### src/rtl/instruction_executor.sv
// Multi-cycle executor: FETCH/DECODE/EXEC/WB sequencing with a 32-cycle
// shift-add multiplier and a 32x32 register file.
`timescale 1ns/1ps
module instruction_executor (
    input  logic        clk,
    input  logic        reset,
    input  logic [31:0] instruction,
    output logic        fetch_en,
    output logic        wb_en,
    output logic [4:0]  wb_addr,
    output logic [31:0] wb_data,
    output logic        busy,
    output logic [15:0] retired,
    input  logic [4:0]  dbg_addr,
    output logic [31:0] dbg_data
);
    typedef enum logic [2:0] {
        FETCH, DECODE, EXEC, MUL, WB
    } state_t;

    localparam logic [2:0] OP_NOP  = 3'b000;
    localparam logic [2:0] OP_SUB  = 3'b001;
    localparam logic [2:0] OP_ADD  = 3'b010;
    localparam logic [2:0] OP_AND  = 3'b011;
    localparam logic [2:0] OP_MUL  = 3'b100;
    localparam logic [2:0] OP_OR   = 3'b101;
    localparam logic [2:0] OP_LI   = 3'b110;
    localparam logic [2:0] OP_ADDI = 3'b111;

    state_t      state_q, state_d;
    logic [31:0] regs_q [32];
    logic [31:0] regs_d [32];
    logic [31:0] inst_q, inst_d;
    logic [31:0] op_a_q, op_a_d;
    logic [31:0] op_b_q, op_b_d;
    logic [31:0] mcand_q, mcand_d;
    logic [31:0] mplier_q, mplier_d;
    logic [31:0] acc_q, acc_d;
    logic [4:0]  cnt_q, cnt_d;
    logic [4:0]  wb_addr_q, wb_addr_d;
    logic [31:0] wb_data_q, wb_data_d;
    logic [15:0] retired_q, retired_d;

    logic [2:0]  op;
    logic [31:0] imm;
    logic [31:0] acc_next;

    assign op  = inst_q[31:29];
    assign imm = {16'd0, inst_q[15:0]};

    always_comb begin
        state_d   = state_q;
        regs_d    = regs_q;
        inst_d    = inst_q;
        op_a_d    = op_a_q;
        op_b_d    = op_b_q;
        mcand_d   = mcand_q;
        mplier_d  = mplier_q;
        acc_d     = acc_q;
        cnt_d     = cnt_q;
        wb_addr_d = wb_addr_q;
        wb_data_d = wb_data_q;
        retired_d = retired_q;
        fetch_en  = 1'b0;
        acc_next  = acc_q + (mplier_q[0] ? mcand_q : 32'd0);
        unique case (state_q)
            FETCH: begin
                fetch_en = 1'b1;
                state_d  = DECODE;
            end
            DECODE: begin
                inst_d  = instruction;
                op_a_d  = regs_q[instruction[28:24]];
                op_b_d  = regs_q[instruction[23:19]];
                state_d = EXEC;
            end
            EXEC: begin
                state_d   = WB;
                wb_addr_d = inst_q[18:14];
                unique case (op)
                    OP_NOP:  begin
                        state_d   = FETCH;
                        wb_addr_d = wb_addr_q;
                    end
                    OP_SUB:  wb_data_d = op_a_q - op_b_q;
                    OP_ADD:  wb_data_d = op_a_q + op_b_q;
                    OP_AND:  wb_data_d = op_a_q & op_b_q;
                    OP_OR:   wb_data_d = op_a_q | op_b_q;
                    OP_LI:   begin
                        wb_data_d = imm;
                        wb_addr_d = inst_q[23:19];
                    end
                    OP_ADDI: begin
                        wb_data_d = op_a_q + imm;
                        wb_addr_d = inst_q[23:19];
                    end
                    OP_MUL:  begin
                        // destination is published only on entry to WB
                        wb_addr_d = wb_addr_q;
                        mcand_d   = op_a_q;
                        mplier_d  = op_b_q;
                        acc_d     = 32'd0;
                        cnt_d     = 5'd0;
                        state_d   = MUL;
                    end
                endcase
            end
            MUL: begin
                acc_d    = acc_next;
                mcand_d  = mcand_q << 1;
                mplier_d = mplier_q >> 1;
                cnt_d    = cnt_q + 5'd1;
                if (cnt_q == 5'd31) begin
                    wb_data_d = acc_next;
                    wb_addr_d = inst_q[18:14];
                    state_d   = WB;
                end
            end
            WB: begin
                regs_d[wb_addr_q] = wb_data_q;
                retired_d         = retired_q + 16'd1;
                state_d           = FETCH;
            end
            default: state_d = FETCH;
        endcase
    end

    always_ff @(posedge clk) begin
        if (reset) begin
            state_q   <= FETCH;
            regs_q    <= '{default: '0};
            inst_q    <= '0;
            op_a_q    <= '0;
            op_b_q    <= '0;
            mcand_q   <= '0;
            mplier_q  <= '0;
            acc_q     <= '0;
            cnt_q     <= '0;
            wb_addr_q <= '0;
            wb_data_q <= '0;
            retired_q <= '0;
        end else begin
            state_q   <= state_d;
            regs_q    <= regs_d;
            inst_q    <= inst_d;
            op_a_q    <= op_a_d;
            op_b_q    <= op_b_d;
            mcand_q   <= mcand_d;
            mplier_q  <= mplier_d;
            acc_q     <= acc_d;
            cnt_q     <= cnt_d;
            wb_addr_q <= wb_addr_d;
            wb_data_q <= wb_data_d;
            retired_q <= retired_d;
        end
    end

    assign wb_en    = (state_q == WB);
    assign wb_addr  = wb_addr_q;
    assign wb_data  = wb_data_q;
    assign busy     = (state_q != FETCH);
    assign retired  = retired_q;
    assign dbg_data = regs_q[dbg_addr];
endmodule

### config.mk
export PLATFORM = sky130hd
export DESIGN_NAME = instruction_executor
export DESIGN_NICKNAME = d
export VERILOG_FILES = /design/src/rtl/instruction_executor.sv
export SDC_FILE = /design/constraint.sdc
export NUM_CORES = 2
export LEC_CHECK = 0
export BUFFER_PORTS_ARGS = -buffer_cell sky130_fd_sc_hd__buf_2
export CAP_MARGIN = 20
export CORE_MARGIN = 3
export CORE_UTILIZATION = 38
export CTS_BUF_LIST = sky130_fd_sc_hd__clkbuf_4 sky130_fd_sc_hd__clkbuf_8
export DETAILED_ROUTE_END_ITERATION = 8
export GPL_TIMING_DRIVEN = 0
export SLEW_MARGIN = 25
export SYNTH_ARGS = -nofsm -noshare
export SYNTH_HDL_FRONTEND = slang
export SYNTH_SLANG_ARGS = --single-unit
export TNS_END_PERCENT = 100
### constraint.sdc
create_clock -name clk -period 5.6 [get_ports clk]
set_input_delay 0.56 -clock clk [delete_from_list [all_inputs] [get_ports clk]]
set_output_delay 0.56 -clock clk [all_outputs]
set_load 0.01 [all_outputs]
==> Yosys cells after proc, flatten, opt, wreduce, memory -nomap -nowiden <==
Index checks and enable logic that the tools add are counted.
{ "classes": {"div_mod_pow": 0, "muxes": 31, "n_bitwise": 6, "n_reduce_logical": 10, "n_eq_ne": 16, "shift": 0, "addsub": 6, "mul": 0, "magnitude_cmp": 5} }
{ "op_table": {"columns": ["operator", "n"], "rows": [
  ["bitwise mux 1024 bit", 1],
  ["binary-select mux 32 bit (select 5 bit)", 3],
  ["2-to-1 mux 32 bit", 12],
  ["one-hot mux 32 bit (2 select lines)", 4],
  ["one-hot mux 32 bit (6 select lines)", 1],
  ["demux 32 bit (select 5 bit)", 1],
  ["adder 32 bit", 2],
  ["adder 32 x 16 -> 32 bit", 1],
  ["bitwise AND 32 bit", 1],
  ["bitwise OR 32 bit", 1],
  ["subtractor 32 bit", 1],
  ["one-hot mux 5 bit (2 select lines)", 3],
  ["greater-or-equal comparator 6 bit (second input constant)", 4],
  ["inverter 5 -> 6 bit", 4],
  ["adder 16 x 1 -> 16 bit (second input constant)", 1],
  ["equality test 3 bit (second input constant)", 5],
  ["equality test 3 x 2 -> 1 bit (second input constant)", 4],
  ["one-hot mux 3 bit (4 select lines)", 1],
  ["2-to-1 mux 5 bit", 2],
  ["inequality test 7 bit (second input constant)", 1],
  ["equality test 3 x 1 -> 1 bit (second input constant)", 2],
  ["zero test 3 bit", 2],
  ["less-than comparator 6 x 1 -> 1 bit (second input constant)", 1],
  ["one-hot mux 3 bit (2 select lines)", 1],
  ["12 further kinds", 15]
]} }
{ "totals": {"latch_bits": 0, "mem_bits_ro": 0, "output_inout_bits": 88, "register_bits": 1277, "ram_bits": 0, "n_memories": 0, "word_cells": 117, "inputBits": 39} }

==> Depth between registers and ports, before layout <==
{ "depth": {"word_depth": 6, "depth_mapped": 20, "mapped_depth_nobuf": 18} }

==> Worst setup path before layout <==
No wires, ideal clock.
{ "synth_timing": {"kind": "flip-flop to flip-flop", "startpoint": "reg op_b_q[12]", "endpoint": "reg wb_data_q[31] (netlist: wb_data[31])", "path_stages_with_launch": 19, "slack_ns": 1.234, "t_arrival_ns": 4.287, "required_ns": 5.521, "cell_sequence": "dfxtp_1 > buf_6 > or4_4 > or3_4 > or4_1 > o41ai_1 > xor2_1 > nor2_1 > ha_1 > clkbuf_1 > inv_1 > nor3_1 > a211oi_1 > nor2_1 > nor3b_1 > o21ai_0 > a2111oi_2 > o211ai_1 > a22oi_1"} }
{ "synth_via": {"elab_chain_cells": 3} }
{ "synth_lines": {"columns": ["item", "line", "source"], "rows": [
  ["start, declared", "35", "logic [31:0] op_b_q, op_b_d;"],
  ["start signal, assigned", "147", "op_b_q <= op_b_d;"],
  ["adder 32 bit / subtractor 32 bit (equally long branches)", "86, 85", null],
  ["one-hot mux 32 bit (6 select lines) (*)", "80", "unique case (op)"],
  ["one-hot mux 32 bit (2 select lines) (*)", "66", "unique case (state_q)"],
  ["end signal, assigned", "153", "wb_data_q <= wb_data_d;"],
  ["end, declared", "41", "logic [31:0] wb_data_q, wb_data_d;"]
]} }
Every way passes the cells marked *; elsewhere a longest branch is shown, timed or not.
A chain may end at the register's enable or synchronous reset.

==> Worst setup path after layout <==
{ "layout_timing": {"startpoint": "reg inst_q[29]", "endpoint": "reg wb_data_q[31] (netlist: wb_data[31])"} }
{ "layout_via": {"elab_chain_cells": 3} }
{ "layout_lines": {"columns": ["item", "line", "source"], "rows": [
  ["start, declared", "33", "logic [31:0] inst_q, inst_d;"],
  ["start signal, assigned", "145", "inst_q <= inst_d;"],
  ["equality test 3 bit, or another cell as far along", "80", null],
  ["one-hot mux 32 bit (6 select lines) / inequality test 7 bit (equally long branches)", null, null],
  ["one-hot mux 32 bit (2 select lines) / AND reduction 3 bit (equally long branches)", null, null]
]} }
Several ways; a longest one is shown, not always the timed one.

==> out/qor.json <==
{
  "outcome": "complete, no violations",
  "post-layout-total-power_mw": 24.08,
  "initialDrtViolationCount": 9645,
  "syn_inst": 7873,
  "final_nets": 8363,
  "reg2reg_slack_ns": 0.12,
  "core.rowCount": 161,
  "antenna_found_initial": 49,
  "final_antenna_net_count": 0,
  "max_slew.worst_pin.slew_ns": 1.228,
  "min_to": "inst_q[13]$_SDFFE_PP0N_",
  "grt_pass1_wl_um": 486700,
  "synth_async_sr_flop_share_pct": 0,
  "drt_wl_total_um": 356100,
  "worstPathRequired_ns": 6.51,
  "clock-skew-final_ns": 0.06245,
  "finalMaxSlewViolations": 0,
  "postSynth.topFlopCell": "sky130_fd_sc_hd__dfxtp_1",
  "core_outline_area_um2": 192800,
  "critical_path.reg2reg.endpoint": "wb_data[31]$_SDFFE_PP0P_",
  "route.vias.total": 68099,
  "postSynthNetCount": 7983,
  "clock_insertion_delay_at_the_later_pin_of_the_skew_report_ns": 1.05,
  "cp_slowest_stage_delay_ns": 0.63,
  "num-fill-cells": 18919,
  "yosys_warnings": 0,
  "slowest_stage": "sky130_fd_sc_hd__o311ai_0",
  "r2r_start": "inst_q[29]$_SDFFE_PP0N_",
  "area_growth_from_synthesis_to_layout_pct": 13.35,
  "layout.core_utilization_pct": 43.39,
  "dp.cells": 10524,
  "synth.distinct_cells": 74,
  "post_synth_instance_area_um2": 73800,
  "critical_path_class": "reg -> reg",
  "chipHeight_um": 446.7,
  "layout_min_cycle_time_ns": 5.476,
  "final_common_cell": "sky130_fd_sc_hd__nand2_1",
  "instances_no_fill": 10988,
  "routed_wire_per_std_cell_um": 32.41,
  "cts-root-to-sink-buffers": 3,
  "worst_hold_startpoint": "instruction[13]",
  "timing.final.crit_share_pct": 97.79,
  "leakage_nw": 27.88,
  "portBuffers": 111,
  "post_drt_via_cell_ratio": 6.198,
  "drive_gt1_share_pct": 19.95,
  "cts_made_buffers": 228,
  "path_max_fanout": 10,
  "hold_path_depth": 4,
  "path_buf_inv": 4,
  "fp.dieW_um": 446.7,
  "tritoncts": "built",
  "highest_count_cells_in_the_layout_ignoring_fill_and_taps": "2315 x sky130_fd_sc_hd__nand2_1, 1272 x sky130_fd_sc_hd__dfxtp_1, 1190 x sky130_fd_sc_hd__a21oi_1",
  "post_synth_edffs": 0,
  "relSlewSlack_pct": 18.14,
  "clockRootBuffer": "sky130_fd_sc_hd__clkbuf_8",
  "largest_delay_contributor_family_on_the_critical_path": "compound AO/OA/AOI/OAI gates",
  "first_global_vias": 64512,
  "cts_htree_levels": 4,
  "grt.overflow.total": 0,
  "drt-pass1-iter-count": 6,
  "track_usage_pct": 34.79,
  "worstSetupEndpointType": "flop",
  "grt_max_degree": 17,
  "die_area_um2": 199500,
  "power.density_nw_per_um2": 287.8,
  "worstPathCellList": "clkbuf_1 > clkbuf_2 > nand3_1 > nand2_1 > clkbuf_2 > o311ai_0 > ha_1 > clkbuf_1 > a31o_2 > a221oi_4 > nand4bb_1 > a21oi_2 > nor3b_1 > o21ai_1 > a2111oi_2 > o211ai_1 > a22oi_1",
  "hold_path_class": "in -> reg",
  "place.detailed.hpwl_um": 292900,
  "top_level_ports": 127,
  "setup_total_negative_slack_ns": 0,
  "arrival_ns": 6.38,
  "drt_drc_violations_left": 0,
  "hold_violations": 0,
  "finalSetupViolCount": 0,
  "peakVddDrop_v": 0.0002550,
  "clk_pin_slew_worst_paths_ns": 0.08,
  "drv_cap": 0,
  "rsz0062_at_grt": "no",
  "worst_setup_path_start_kind": "flop",
  "synth-seq-area-share_pct": 34.50,
  "synth_seq_cells": 1272,
  "starting_utilization_of_the_core_area_pct": 38.28,
  "place.gp.congestion": 1.024,
  "fmax_ghz": 0.1826,
  "post_synthesis_average_cell_area_um2": 9.374,
  "cts_num_sinks": 1272,
  "r2r_cells": 17
}
## report_power, final
group	leakage (nW)	internal (mW)	switching [mW]
sequential	10.3	9.21	0.215
combinational	14.8	1.32	3.00
clock	2.82	5.88	4.45
## what timing repair did
action                                 4_1_cts  5_1_grt
endpoints found under the hold margin       23        0
setup endpoints to repair                   13        9
setup buffers                                2        0
hold buffers                                23        0
pin swaps                                    1        0
resized for setup                            5       18
## worst max-delay path by stage
stage | cells past startpoint | start | endpoint
6_report | 17 | inst_q[29]$_SDFFE_PP0N_ | wb_data[31]$_SDFFE_PP0P_
5_1_grt | 17 | inst_q[29]$_SDFFE_PP0N_ | wb_data[31]$_SDFFE_PP0P_
4_1_cts | 17 | inst_q[29]$_SDFFE_PP0N_ | wb_data[31]$_SDFFE_PP0P_
3_5_place_dp | 17 | inst_q[29]$_SDFFE_PP0N_ | wb_data[31]$_SDFFE_PP0P_
3_3_place_gp | 17 | inst_q[29]$_SDFFE_PP0N_ | wb_data[31]$_SDFFE_PP0P_
2_1_floorplan | 18 | op_b_q[12]$_SDFFE_PP0N_ | wb_data[31]$_SDFFE_PP0P_
## per-stage QoR
stage | setup slack, ns | hold WS [ns] | cell area, um^2
floorplan | 1.234 | 0.4329 | 73800
global placement | -0.5451 | 0.4480 | 77520
detailed placement | -0.6088 | 0.4484 | 77930
CTS | 0.04656 | 0.2704 | 83520
global route | 0.01979 | 0.3287 | 83620
finish | 0.1236 | 0.3442 | 83650
## synth_stat cells, types with 6 or more instances
cell type | number | area share (%)
sky130_fd_sc_hd__nand2_1 | 2315 | 12
sky130_fd_sc_hd__dfxtp_1 | 1272 | 35
sky130_fd_sc_hd__a21oi_1 | 1192 | 8.1
sky130_fd_sc_hd__mux4_2 | 960 | 29
sky130_fd_sc_hd__clkbuf_1 | 679 | 3.5
sky130_fd_sc_hd__nor2_1 | 306 | 1.6
sky130_fd_sc_hd__a211oi_1 | 137 | 1.4
sky130_fd_sc_hd__mux2i_1 | 124 | 1.7
sky130_fd_sc_hd__buf_1 | 120 | 0.61
sky130_fd_sc_hd__o21ai_0 | 116 | 0.79
sky130_fd_sc_hd__ha_1 | 69 | 1.2
sky130_fd_sc_hd__nand3_1 | 69 | 0.47
sky130_fd_sc_hd__xnor2_1 | 49 | 0.58
sky130_fd_sc_hd__and2_1 | 42 | 0.36
sky130_fd_sc_hd__nor3_1 | 41 | 0.28
sky130_fd_sc_hd__xor2_1 | 35 | 0.42
sky130_fd_sc_hd__mux2_2 | 32 | 0.49
sky130_fd_sc_hd__a21o_1 | 24 | 0.24
sky130_fd_sc_hd__inv_1 | 21 | 0.11
sky130_fd_sc_hd__clkbuf_2 | 20 | 0.14
sky130_fd_sc_hd__a31oi_1 | 17 | 0.14
sky130_fd_sc_hd__nor4_1 | 15 | 0.13
sky130_fd_sc_hd__a221oi_1 | 13 | 0.15
sky130_fd_sc_hd__nand2b_1 | 13 | 0.11
sky130_fd_sc_hd__and3_1 | 12 | 0.10
sky130_fd_sc_hd__nand4_1 | 12 | 0.10
sky130_fd_sc_hd__o211ai_1 | 12 | 0.12
sky130_fd_sc_hd__or3_1 | 12 | 0.10
sky130_fd_sc_hd__a221o_1 | 10 | 0.14
sky130_fd_sc_hd__a222oi_1 | 9 | 0.12
sky130_fd_sc_hd__a22oi_1 | 8 | 0.081
sky130_fd_sc_hd__nor2b_1 | 8 | 0.068
sky130_fd_sc_hd__o31ai_1 | 8 | 0.081
sky130_fd_sc_hd__and4_1 | 6 | 0.071
sky130_fd_sc_hd__o21a_1 | 6 | 0.061
sky130_fd_sc_hd__o21bai_1 | 6 | 0.061
sky130_fd_sc_hd__o22ai_1 | 6 | 0.051
sky130_fd_sc_hd__o311ai_0 | 6 | 0.071
## worst reg2reg max path, cell delays in order, from the launching register on
cell and delay (ns):
sky130_fd_sc_hd__dfxtp_1 0.31, sky130_fd_sc_hd__clkbuf_1 0.22, sky130_fd_sc_hd__clkbuf_2 0.31, sky130_fd_sc_hd__nand3_1 0.41, sky130_fd_sc_hd__nand2_1 0.15, sky130_fd_sc_hd__clkbuf_2 0.26
sky130_fd_sc_hd__o311ai_0 0.63, sky130_fd_sc_hd__ha_1 0.36, sky130_fd_sc_hd__clkbuf_1 0.19, sky130_fd_sc_hd__a31o_2 0.30, sky130_fd_sc_hd__a221oi_4 0.50, sky130_fd_sc_hd__nand4bb_1 0.25
sky130_fd_sc_hd__a21oi_2 0.11, sky130_fd_sc_hd__nor3b_1 0.40, sky130_fd_sc_hd__o21ai_1 0.21, sky130_fd_sc_hd__a2111oi_2 0.44, sky130_fd_sc_hd__o211ai_1 0.15, sky130_fd_sc_hd__a22oi_1 0.18
## metal layers
metal	vias up	part of all wire, %	global-route usage, %
met4	18	5.6	17.12
met2	4029	45	55.17
met3	779	11	10.11
met1	34025	37	43.35
li1	29248	-	-
met5	-	0.10	0
## cell families (layout without fill, tap and decap cells)
kind of cell / Yosys count / in the layout / share of synthesized area (%)
flip-flops: 1272 / 1272 / 34.50
AND/OR/NAND/NOR: 2880 / 2880 / 15.45
AO/OA/AOI/OAI: 1603 / 1603 / 12.00
multiplexers: 1116 / 1116 / 31.46
adder cells (fa/ha/maj): 71 / 71 / 1.224
XOR/XNOR: 84 / 84 / 0.9968
buffers and inverters: 847 / 1418 / 4.360
other: 0 / 18 / 0
## area by class of cell
type	instances	area, um^2	area share (%)
multi-input combinational	5754	45220	54.06
sequential	1272	25460	30.44
clock buffer	351	4474	5.349
buffer	823	3232	3.863
tap	2526	3161	3.778
timing repair buffer	152	1117	1.336
clock inverter	70	858.3	1.026
inverter	22	82.58	0.09872
antenna	18	45.04	0.05384
## registers in the layout, summed over array words and instances, names as in the netlist
signal,count
retired,16
wb_data,32
cnt_q,5
mplier_q,32
op_b_q,32
op_a_q,32
inst_q,27
mcand_q,32
state_q,3
acc_q,32
regs_q,1024
wb_addr,5
Power figures use the tool's default switching activity.
